File: src/rtl/mux8_arb_pkg.sv
// mux8_arb_pkg: shared state enum and widths for the round-robin mux arbiter
package mux8_arb_pkg;
    localparam int NREQ  = 8;
    localparam int SEL_W = 3;
    localparam int CNT_W = 4;
    typedef enum logic {IDLE, GRANT} state_t;
endpackage

File: src/rtl/mux8_rr_pick.sv
// mux8_rr_pick: first set bit of mask searching upward from ptr with wrap 7->0
module mux8_rr_pick
    import mux8_arb_pkg::*;
(
    input  logic [NREQ-1:0]  mask,
    input  logic [SEL_W-1:0] ptr,
    output logic [SEL_W-1:0] idx,
    output logic             vld
);
    // scan from the far end back toward ptr so the nearest candidate wins
    always_comb begin
        idx = ptr;
        vld = |mask;
        for (int i = NREQ - 1; i >= 0; i--)
            if (mask[ptr + SEL_W'(i)]) idx = ptr + SEL_W'(i);
    end
endmodule

File: src/rtl/mux8_rr_arbiter.sv
// mux8_rr_arbiter: round-robin 8-to-1 mux arbiter with bounded tenure; MUX8_ARB_LOCK_EN enables burst lock
module mux8_rr_arbiter
    import mux8_arb_pkg::*;
#(
    parameter int MAX_HOLD = 4
) (
    input  logic             clk,
    input  logic             rst,
    input  logic [NREQ-1:0]  req,
    input  logic [NREQ-1:0]  d,
    input  logic [NREQ-1:0]  lock,
    output logic [NREQ-1:0]  gnt,
    output logic [SEL_W-1:0] sel,
    output logic             busy,
    output logic             y,
    output logic             y_vld
);
    state_t             state, state_n;
    logic [SEL_W-1:0]   ptr, ptr_n, owner, owner_n, pick;
    logic [CNT_W-1:0]   hold_cnt, hold_n;
    logic [NREQ-1:0]    gnt_n, others;
    logic               pick_vld, locked, hold_max, take, drop;

    // gnt is zero in IDLE, so this mask serves both the initial pick and re-picks
    assign others   = req & ~gnt;
    assign hold_max = hold_cnt == CNT_W'(MAX_HOLD);
    assign busy     = state == GRANT;
    assign sel      = owner;

`ifdef MUX8_ARB_LOCK_EN
    assign locked = lock[owner];
`else
    logic unused_lock;
    assign unused_lock = ^lock;
    assign locked      = 1'b0;
`endif

    mux8_rr_pick u_pick (
        .mask (others),
        .ptr  (ptr),
        .idx  (pick),
        .vld  (pick_vld)
    );

    // next grant: new pick on idle entry, owner drop, or unlocked forced rotation
    always_comb begin
        take    = pick_vld && (state == IDLE || !req[owner] || (hold_max && !locked));
        drop    = state == GRANT && !req[owner] && !pick_vld;
        state_n = take ? GRANT : drop ? IDLE : state;
        gnt_n   = take ? NREQ'(1) << pick : drop ? '0 : gnt;
        owner_n = take ? pick : owner;
        ptr_n   = take ? pick + SEL_W'(1) : ptr;
        hold_n  = take ? CNT_W'(1) : (state == GRANT && !hold_max) ? hold_cnt + CNT_W'(1) : hold_cnt;
    end

    // state, arbitration registers and the registered mux output
    always_ff @(posedge clk) begin
        if (rst) begin
            state    <= IDLE;
            gnt      <= '0;
            owner    <= '0;
            ptr      <= '0;
            hold_cnt <= '0;
            y        <= 1'b0;
            y_vld    <= 1'b0;
        end else begin
            state    <= state_n;
            gnt      <= gnt_n;
            owner    <= owner_n;
            ptr      <= ptr_n;
            hold_cnt <= hold_n;
            y        <= busy ? d[sel] : 1'b0;
            y_vld    <= busy;
        end
    end
endmodule

File: config.mk
export PLATFORM = sky130hd
export DESIGN_NAME = mux8_rr_arbiter
export DESIGN_NICKNAME = d
export VERILOG_FILES = /design/src/rtl/mux8_arb_pkg.sv /design/src/rtl/mux8_rr_pick.sv /design/src/rtl/mux8_rr_arbiter.sv
export SDC_FILE = /design/constraint.sdc
export NUM_CORES = 1
export LEC_CHECK = 0
export BUFFER_PORTS_ARGS = -buffer_cell sky130_fd_sc_hd__buf_2
export CORE_UTILIZATION = 56
export DETAILED_ROUTE_END_ITERATION = 7
export PLACE_DENSITY = 0.88
export SYNTH_ARGS = -nofsm -noshare
export SYNTH_HDL_FRONTEND = slang
export SYNTH_SLANG_ARGS = --single-unit
File: constraint.sdc
create_clock -name clk -period 3.4 [get_ports clk]
set_input_delay 0.17 -clock clk [delete_from_list [all_inputs] [get_ports clk]]
set_output_delay 0.17 -clock clk [all_outputs]
set_load 0.02 [all_outputs]
==> results.tsv <==
stage	metric	value	unit
run_status	status	completed	
placement	I/O Buffers	31	
setup_path	R2R depth	13	
detailed_routing	via count	1881	
setup_path	CP top delay family	compound AO/OA/AOI/OAI gates	
detailed_routing	Residual DRC	0	
clock_tree	Post-CTS Hold Fix Bufs	0	
floorplan	core area	3660	µm²
setup_path	Critical Path RT	3.55	ns
placement	Post-DP Area	2300	µm²
logic_synthesis	Synth area leaders	dfxtp_1 (20%), mux4_2 (18%), mux2i_1 (6.6%)	
setup_path	Worst setup SP type	flop	
logic_synthesis	synthesized cell area	2120	µm²
clock_tree	root buf cell	clkbuf_8	
final_layout	register area	420	µm²
logic_synthesis	post-synthesis sequential area ratio	19.8	%
pwr	Lkg Pwr	1.01	nW
clock_tree	TritonCTS buffer count	3	
final_layout	antenna cell count	0	
sta	worst hold slack	0.237	ns
sta	Final Cycle Share	91.1	%
clock_tree	Setup Fix Bufs, Post-CTS	0	
hold_path	Hold Path Class	primary input to flop	
setup_path	Critical Path Source	ptr[0]$_SDFFE_PP0P_	
final_layout	design area	2350	µm²
clock_tree	CTS clk-pin slew, worst paths	0.08	ns
setup_path	Max FO, Critical Path	6	
detailed_routing	average wire per standard cell	17.5	µm
setup_path	launch point of the worst reg-to-reg path	ptr[0]$_SDFFE_PP0P_	
global_route	number of global-route vias before repair	1762	
final_layout	Area Growth Syn to Fin	10.5	%
logic_synthesis	Unique masters post-synth	63	
hold_path	worst hold start	rst	
logic_synthesis	Syn Area/Cell	9.78	µm²
hold_path	Hold Crit Depth	2	
setup_path	Worst setup EP type	flop	
clock_tree	Clk Latency, worst-skew pair	0.26	ns
setup_path	Crit-path slowest cell	dfxtp_1	
setup_path	crit path DAT	3.25	ns
logic_synthesis	predominant post-synthesis flop cell	dfxtp_1	
floorplan	Die Wd	63.6	µm
setup_path	Levels on crit path	13	
logic_synthesis	ys async rst share	0	%
clock_tree	clk buf depth	2	
detailed_routing	Via density	6.25	
floorplan	io pins	40	
floorplan	# rows	22	
global_route	pin count of the biggest net entering global routing	15	
sta	RSZ-0062 raised after global routing	false	
global_route	initial antenna violation count	0	
logic_synthesis	FF+latch count, synth	21	
setup_path	WS Path Type	flop to flop	
sta	max-slew violations	0	
sta	Setup Total Neg Slack	0	ns
detailed_routing	DR iter-0 viols	106	
logic_synthesis	Yosys warnings	0	
pwr	peak supply drop	0.000597	V
setup_path	crit-path cells	clkinv_8 > ha_1 > xor2_2 > mux4_2 > nor2_1 > o32a_1 > a211oi_2 > o41ai_4 > inv_1 > nor2_1 > ha_1 > nand2_1 > a21oi_1	
setup_path	Bufs and invs on worst path	2	
final_layout	multi-input logic area	1520	µm²
sta	clock skew	0.00455	ns
sta	min cycle time layout	3.10	ns
detailed_routing	DRT antenna net count	0	
final_layout	leading cell type in the layout, fill and taps excluded	buf_2	
sta	Hold Vio Cnt, Final	0	
detailed_routing	DR pass1 iterations	4	
logic_synthesis	Net Count, Synth	248	
clock_tree	CTS sink count	21	
floorplan	Starting Density	58.0	%
clock_tree	H-tree levels	1	
job	max-cap violation count	0	
final_layout	commonest non-fill, non-tap cells in the layout	buf_2 (31), nand2_1 (26), dfxtp_1 (21)	
final_layout	fill count	287	
clock_tree	CTS-repair resized insts	0	
floorplan	DIE HEIGHT	63.6	µm
final_layout	layout cell share with drive strength beyond 1	32.4	%
logic_synthesis	Post-synth EDFFs	0	
pwr	PD cells	1000	nW/µm²
final_layout	Nets	285	
clock_tree	CTS tree	yes	
logic_synthesis	leading area contributor after synthesis	dfxtp_1	
global_route	gr usage total	27.2	%
logic_synthesis	cells after synthesis	217	
sta	FMAX	323	MHz
floorplan	die area	4040	µm²
placement	RD Place Congestion	0.969	
sta	Slew @ Worst Pin	0.627	ns
setup_path	max incr delay on CP	0.61	ns
sta	relative slew slack	58.2	%
global_route	global-route wire length before repair	8.42	mm
placement	post-DP HPWL	4.03	mm
global_route	GRT overflow	0	
logic_synthesis	share of the synthesized area in the top cell type	19.8	%
sta	Setup-failing EPs final	0	
detailed_routing	DRT Wirelength	5.28	mm
pwr	Pwr Total	2.35	mW
-- final timing paths --
check	slack, ns	endpoint
setup / recovery	0.30	ptr[2]$_SDFFE_PP0P_
hold / removal	0.24	sel[2]$_SDFFE_PP0P_
setup reg to reg	0.30	ptr[2]$_SDFFE_PP0P_
hold reg to reg	0.49	gnt[4]$_SDFFE_PP0P_
-- area by class of cell --
class / instances / share of cell area, %
clock buffer: 3 / 1.76
clock inverter: 1 / 0.213
inverter: 12 / 3.04
multi-input combinational: 175 / 64.7
sequential: 21 / 17.9
tap: 48 / 2.56
timing repair buffer: 41 / 9.81
-- logic make-up after synthesis --
group                      count (synthesis)  share of synthesized area (%)
muxes                                     32                           25.7
buffers and inverters                     21                           8.72
and+or+nand+nor                           81                           20.9
xor gates and xnor gates                   7                           3.95
adders and majority gates                  5                           2.95
AOI/OAI and AO/OA                         50                           18.0
DFF                                       21                           19.8
-- report_power, final --
part	leakage (nW)	internal, mW	switching, mW
Combinational	0.813	0.809	0.962
Clock	0.0255	0.0818	0.0844
Sequential	0.172	0.311	0.103
Total	1.01	1.20	1.15
-- metrics by stage --
| stage | std cells | setup WS [ns] | utilization [%] |
|---|---|---|---|
| after global placement | 297 | 0.376 | 62.8 |
| after CTS | 301 | 0.309 | 64.1 |
| final | 301 | 0.302 | 64.1 |
| after global routing | 301 | 0.0964 | 64.1 |
| after floorplan | 217 | 0.577 | - |
| after detailed placement | 297 | 0.325 | 62.8 |
-- state kept, by name, indices dropped and copies added, names as in the netlist --
| name | cells |
|---|---|
| ptr | 3 |
| sel | 3 |
| y_vld | 1 |
| busy | 1 |
| hold_cnt | 4 |
| y | 1 |
| gnt | 8 |
-- synth_stat cells (all sizes together), types with 5 or more instances --
cell    number
nand2b       7
a21oi       12
nand2       27
ha           5
nand3        7
mux2i       15
or2b         5
inv          9
nor2b        6
mux4        17
nor2        11
clkbuf       5
o21ai       10
dfxtp       21
-- worst reg2reg max path: stages, from the launching register on --
cell      delay (ns)
dfxtp_1         0.61
clkinv_8        0.07
ha_1            0.28
xor2_2          0.18
mux4_2          0.35
nor2_1          0.11
o32a_1          0.18
a211oi_2        0.09
o41ai_4         0.55
inv_1           0.09
nor2_1          0.12
ha_1            0.24
nand2_1         0.07
a21oi_1         0.06
-- metal layers --
metal	up-vias	wire, µm	track usage, %	share of wire (%)
li1	882	-	-	-
met1	889	2110	34.7	40
met2	94	2640	46.0	50
met3	16	397	2.54	7.5
met4	0	130	12.8	2.5
met5	-	0	0	0
Power figures use the tool's default switching activity.
